--- src/rtl/serial_to_parallel_loader_if.sv ---
// Serial-in / parallel-out bus for serial_to_parallel_loader.
// The master drives the qualified bit stream; the slave returns the word, pulses and status.
interface serial_to_parallel_loader_if #(
  parameter int N = 4
);
  logic         sync;
  logic         din;
  logic         din_valid;
  logic [N-1:0] data;
  logic         load;
  logic         busy;
  logic         err;

  modport master (
    output sync, din, din_valid,
    input  data, load, busy, err
  );

  modport slave (
    input  sync, din, din_valid,
    output data, load, busy, err
  );
endinterface

--- src/rtl/serial_to_parallel_loader.sv ---
// MSB-first deserializer producing an N-bit word with a one-cycle load pulse.
// Optional even-parity trailer bit enabled by defining S2P_PARITY_EN.
module serial_to_parallel_loader #(
  parameter int N = 4
) (
  input  logic                          clk,
  input  logic                          reset,
  serial_to_parallel_loader_if.slave    bus
);
  localparam int CNT_W = $clog2(N + 1);
  localparam logic [CNT_W-1:0] LAST_IDX = CNT_W'(N - 1);

`ifdef S2P_PARITY_EN
  typedef enum logic [1:0] {IDLE, SHIFT, PAR} state_e;
`else
  typedef enum logic [0:0] {IDLE, SHIFT} state_e;
`endif

  state_e           state_q, state_d;
  logic [CNT_W-1:0] cnt_q, cnt_d;
  logic [N-1:0]     shreg_q, shreg_d;
  logic [N-1:0]     data_q, data_d;
  logic             load_q, load_d;
`ifdef S2P_PARITY_EN
  logic             err_q, err_d;
`endif

  logic [N-1:0] shifted;
  assign shifted = {shreg_q[N-2:0], bus.din};

  always_comb begin
    // NOTE: every comb output gets a default first so no path can infer a latch.
    state_d = state_q;
    cnt_d   = cnt_q;
    shreg_d = shreg_q;
    data_d  = data_q;
    load_d  = 1'b0;
`ifdef S2P_PARITY_EN
    err_d   = 1'b0;
`endif
    // sync aborts the frame and drops whatever bit is on din this cycle
    if (bus.sync) begin
      state_d = IDLE;
      cnt_d   = '0;
    end else if (bus.din_valid) begin
      case (state_q)
        IDLE: begin
          shreg_d = shifted;
          cnt_d   = CNT_W'(1);
          state_d = SHIFT;
        end
        SHIFT: begin
          shreg_d = shifted;
          if (cnt_q < LAST_IDX) begin
            cnt_d = cnt_q + CNT_W'(1);
          end else begin
            cnt_d = '0;
`ifdef S2P_PARITY_EN
            state_d = PAR;
`else
            data_d  = shifted;
            load_d  = 1'b1;
            state_d = IDLE;
`endif
          end
        end
`ifdef S2P_PARITY_EN
        PAR: begin
          // even parity: the data bits plus the parity bit must XOR to zero
          if (^{shreg_q, bus.din} == 1'b0) begin
            data_d = shreg_q;
            load_d = 1'b1;
          end else begin
            err_d  = 1'b1;
          end
          state_d = IDLE;
        end
`endif
        default: state_d = IDLE;
      endcase
    end
  end

  always_ff @(posedge clk) begin
    // NOTE: sequential state uses non-blocking assignments so all flops update from pre-edge values.
    if (reset) begin
      state_q <= IDLE;
      cnt_q   <= '0;
      shreg_q <= '0;
      data_q  <= '0;
      load_q  <= 1'b0;
`ifdef S2P_PARITY_EN
      err_q   <= 1'b0;
`endif
    end else begin
      state_q <= state_d;
      cnt_q   <= cnt_d;
      shreg_q <= shreg_d;
      data_q  <= data_d;
      load_q  <= load_d;
`ifdef S2P_PARITY_EN
      err_q   <= err_d;
`endif
    end
  end

  assign bus.data = data_q;
  assign bus.load = load_q;
  assign bus.busy = (state_q != IDLE);
`ifdef S2P_PARITY_EN
  assign bus.err  = err_q;
`else
  assign bus.err  = 1'b0;
`endif

endmodule

--- src/flat_wrapper.sv ---
// flat-port wrapper written by rule: the top's interface ports become plain ports
module serial_to_parallel_loader_flat 
#(
  parameter int N = 4
)
  (clk, reset, bus_sync, bus_din, bus_din_valid, bus_data, bus_load, bus_busy, bus_err);
  serial_to_parallel_loader_if #(.N(N)) bus_i ();
  input  logic clk;
  input  logic reset;
  input wire logic [$bits(bus_i.sync)-1:0] bus_sync;
  input wire logic [$bits(bus_i.din)-1:0] bus_din;
  input wire logic [$bits(bus_i.din_valid)-1:0] bus_din_valid;
  output wire logic [$bits(bus_i.data)-1:0] bus_data;
  output wire logic [$bits(bus_i.load)-1:0] bus_load;
  output wire logic [$bits(bus_i.busy)-1:0] bus_busy;
  output wire logic [$bits(bus_i.err)-1:0] bus_err;
  assign bus_i.sync = bus_sync;
  assign bus_i.din = bus_din;
  assign bus_i.din_valid = bus_din_valid;
  assign bus_data = bus_i.data;
  assign bus_load = bus_i.load;
  assign bus_busy = bus_i.busy;
  assign bus_err = bus_i.err;
  serial_to_parallel_loader #(.N(N)) u_core (.clk(clk), .reset(reset), .bus(bus_i));
endmodule
--- config.mk ---
export PLATFORM = sky130hd
export DESIGN_NAME = serial_to_parallel_loader_flat
export DESIGN_NICKNAME = d
export VERILOG_FILES = /design/src/rtl/serial_to_parallel_loader_if.sv /design/src/rtl/serial_to_parallel_loader.sv /design/src/flat_wrapper.sv
export SDC_FILE = /design/constraint.sdc
export NUM_CORES = 1
export LEC_CHECK = 0
export BUFFER_PORTS_ARGS = -buffer_cell sky130_fd_sc_hd__buf_2
export CAP_MARGIN = 25
export CORE_AREA = 5 5 42 44
export CTS_CLUSTER_DIAMETER = 80
export DETAILED_ROUTE_END_ITERATION = 8
export DIE_AREA = 0 0 47 49
export PLACE_DENSITY = 0.56
export REMOVE_ABC_BUFFERS = 1
export SETUP_SLACK_MARGIN = 0.3
export SLEW_MARGIN = 10
export SYNTH_ARGS = -nofsm -noshare
export SYNTH_HDL_FRONTEND = slang
export SYNTH_SLANG_ARGS = --single-unit
--- constraint.sdc ---
create_clock -name clk -period 1.4 [get_ports clk]
set_input_delay 0.21 -clock clk [delete_from_list [all_inputs] [get_ports clk]]
set_output_delay 0.21 -clock clk [all_outputs]
set_load 0.02 [all_outputs]
* Word-level counts from Yosys, hierarchy flattened
Cells that the tools add are included.
Word-level totals: register bits 12, bits of input ports 5
Cells by class: add/sub/neg operators 1, order comparisons 1, mux-type cells 5, bitwise gates (word level) 4, reductions and logical operators 4
Operators with widths (count):
- one-hot mux 3 bit (2 select lines) | 1
- NOT 1 bit | 4
- AND reduction 4 bit | 1
- OR reduction 4 bit | 1
- adder 3 x 1 -> 3 bit, second input constant | 1
- less-than comparator 3 x 2 -> 1 bit, second input constant | 1
- 2-to-1 mux 3 bit | 1
- 2-to-1 mux 1 bit | 2
- one-hot mux 1 bit (2 select lines) | 1
- AND reduction 2 bit | 1
- OR reduction 2 bit | 1

* Logic depth before layout (Yosys ltp)
depth in word-level cells 3, depth in mapped cells 3, gate-level depth less buffers 3

* Least setup slack after synthesis
OpenSTA, ideal clock, no wires.
path type register to register, from reg u_core.state_q, in the netlist u_core.bus.busy, to reg u_core.data_q[0], in the netlist u_core.bus.data[0], setup time 72 ps, arrival 1079 ps, path slack 249 ps, stages on the path, launching flop included 4, clock period less this slack 1151 ps, cells stage by stage dfxtp_1 > nand2_2 > nor3_4 > mux2i_1
Between the ends: longest elaborated chain between the ends 1
RTL lines:
- start, declared | line serial_to_parallel_loader.sv:19 | state_e state_q, state_d;
- start signal, assigned | line serial_to_parallel_loader.sv:96 | state_q <= state_d;
- AND reduction 4 bit (no source line)
- end signal, assigned | line serial_to_parallel_loader.sv:99 | data_q <= data_d;
- end, declared | line serial_to_parallel_loader.sv:22 | logic [N-1:0] data_q, data_d;
No other way between the ends. A chain may end at the register's enable or synchronous reset.

* Worst setup path in the final report
Same ends and word-level chain as after synthesis.

==> metrics.yaml <==
numCtsBuffers: 3
powerDensity_mw_per_mm2: 958
critPathRequiredTime_ns: 1.59
initial_utilization_pct: 36.2
grt_use_total_pct: 8.90
grt_overflow: 0
dp_cells: 76
met3_usage_pct: 6.27
yosysWarnings: 0
area_delta_synth_final_pct: 22.7
syn-cell-area_um2: 507
hold_start: "bus_din"
start_kind: "flop"
slew_violations: 0
finalHoldViolCount: 0
clkLatencyLatePin_ns: 0.26
antenna_found_initial: 0
cts_sinks: 12
maxCapViolCount: 0
fin_util_pct: 44.4
via_count: 385
syn_area_per_cell_um2: 9.74
drt-total-wl_um: 899
crit_chain: "nand2_4 -> nor3_4 -> mux2i_1"
rsz0062_at_grt: "true"
period_needed_ns: 1.06
cts_tree: "yes"
end_kind: "flop"
htree_num_levels: 1
dpl_cell_area_um2: 566
grtUsageMet2_pct: 13.8
critPathTopFamily: "flip-flops"
ant_nets: 0
max_stage_delay_ns: 0.38
synth_cell_types: 16
top_level_ports: 12
fp.dieW_um: 47
num_antenna_cells: 0
tns_ns: 0
peakVddDrop_mv: 0.775
die_area_mm2: 0.00230
outcome: "complete, no violations"
busiest_layer: "met2"
root_buffer: "clkbuf_4"
grt_pass1_vias: 356
port_buffers: 10
fill_cells: 151
place_congestion: 0.750
clk_transition_reported_paths_ns: 0.07
power_leakage_nw: 0.254
synthTopCellsByArea: "dfxtp_1 47%, mux2i_1 14%, nand2b_1 12%"
multi_input_area_um2: 272
crit_type: "reg -> reg"
drt-initial-drc-count: 2
reg2reg_from: "u_core.bus.busy"
clock_path_buffers: 2
clock_skew_ns: 0.00497
grt_max_degree: 13
fin_area_um2: 622
worstPathArrival_ns: 1.25
yosysTopAreaCell: "dfxtp_1"
final_cells: 80
synth_top_area_share_pct: 47.4
ys_seq_area_share_pct: 47.4
drive_gt1_share_pct: 32.8
drt_pass1_iterations: 4
hold_class: "in -> reg"
die_h_um: 49
min_period_over_period_pct: 75.9
fmax_mhz: 941
setup_viol: 0
yosys_register_bits: 12
drc: 0
most-common-layout-cells: "10 x nand2b_1, 10 x buf_2, 8 x dfxtp_1, 7 x nor2_1, 7 x mux2i_1"
fin_nets: 72
critPathMaxFanout: 5
path_buf_inv: 0
hpwl_um: 680
fp-row-count: 14
synthCells: 52
core-area_mm2: 0.00140
wl_per_cell_um: 11.2
crit_start: "u_core.bus.busy"
seqCellArea_um2: 250
cp_slowest_cell: "dfxtp_4"
viasPerCell: 4.81
grt_pass1_wl_mm: 1.50
gr-usage-met1_pct: 10.0
==> final cells by class <==
cell class	instances	area share (%)
Clock buffer	3	3.62
Multi-Input combinational cell	38	43.7
Sequential cell	12	40.2
Tap cell	16	3.22
Timing Repair Buffer	11	9.26
==> state kept, by name, indices dropped and copies added (netlist names) <==
| name | flops |
|---|---|
| u_core.bus.busy | 1 |
| u_core.bus.data | 4 |
| u_core.bus.load | 1 |
| u_core.cnt_q | 3 |
| u_core.shreg_q | 3 |
==> tightest hold or removal path, stage by stage <==
cell and delay [ns]:
buf_2 0.09, mux2i_1 0.06, nor2_1 0.07
==> stage by stage <==
stage	total power, mW	setup slack (ns)	hold slack [ns]
final	0.595	0.338	0.207
after global routing	0.625	0.269	0.229
after CTS	0.607	0.302	0.200
after detailed placement	0.400	0.266	0.471
after global placement	0.399	0.296	0.474
after floorplan	0.383	0.249	0.282
==> report_power, final <==
group	switching [mW]	internal, mW
Combinational	0.0240	0.0192
Clock	0.103	0.0993
Sequential	0.00613	0.344
Total	0.133	0.463
==> kinds of logic (layout without fill, tap and decap cells) <==
kind of cell	count (synthesis)	in the layout	synth area share (%)
flops	12	12	47.4
simple gates	25	25	29.1
fa+ha+maj	1	1	2.47
buf+inv	2	14	2.22
other cells	1	1	0.740
compound gates	4	4	4.20
mux	7	7	13.8
==> synthesized netlist by cell type <==
library cell / instances
nand4_1: 2
nor3_4: 1
nor2_1: 7
dfxtp_1: 12
ha_1: 1
and2b_1: 1
buf_4: 1
mux2i_1: 7
nand2b_1: 10
or2_1: 1
nand2_2: 1
o22ai_1: 1
clkbuf_1: 1
a21oi_1: 3
nor3_1: 2
conb_1: 1
==> path summary, 6_finish.rpt <==
kind              cells past startpoint  slack [ns]                 end
hold / removal                        3        0.21   u_core.shreg_q[0]
setup / recovery                      3        0.34  u_core.bus.data[0]
setup reg to reg                      3        0.34  u_core.bus.data[0]
hold reg to reg                       2        0.48  u_core.bus.data[3]
==> repair_timing <==
action | CTS | global route
resized for setup | 3 | 6
endpoints found under the setup margin | 6 | 4
buffers inserted | 0 | 1
pin swaps | 1 | 1
gates cloned | 0 | 0
hold buffers | 0 | 0
==> metal layers <==
| metal | share of wire, % | vias to the layer above |
|---|---|---|
| met5 | 0 | - |
| met1 | 44 | 176 |
| met4 | 0 | 0 |
| li1 | - | 200 |
| met3 | 7.3 | 0 |
| met2 | 48 | 9 |
(Power assumes the default switching activity.)
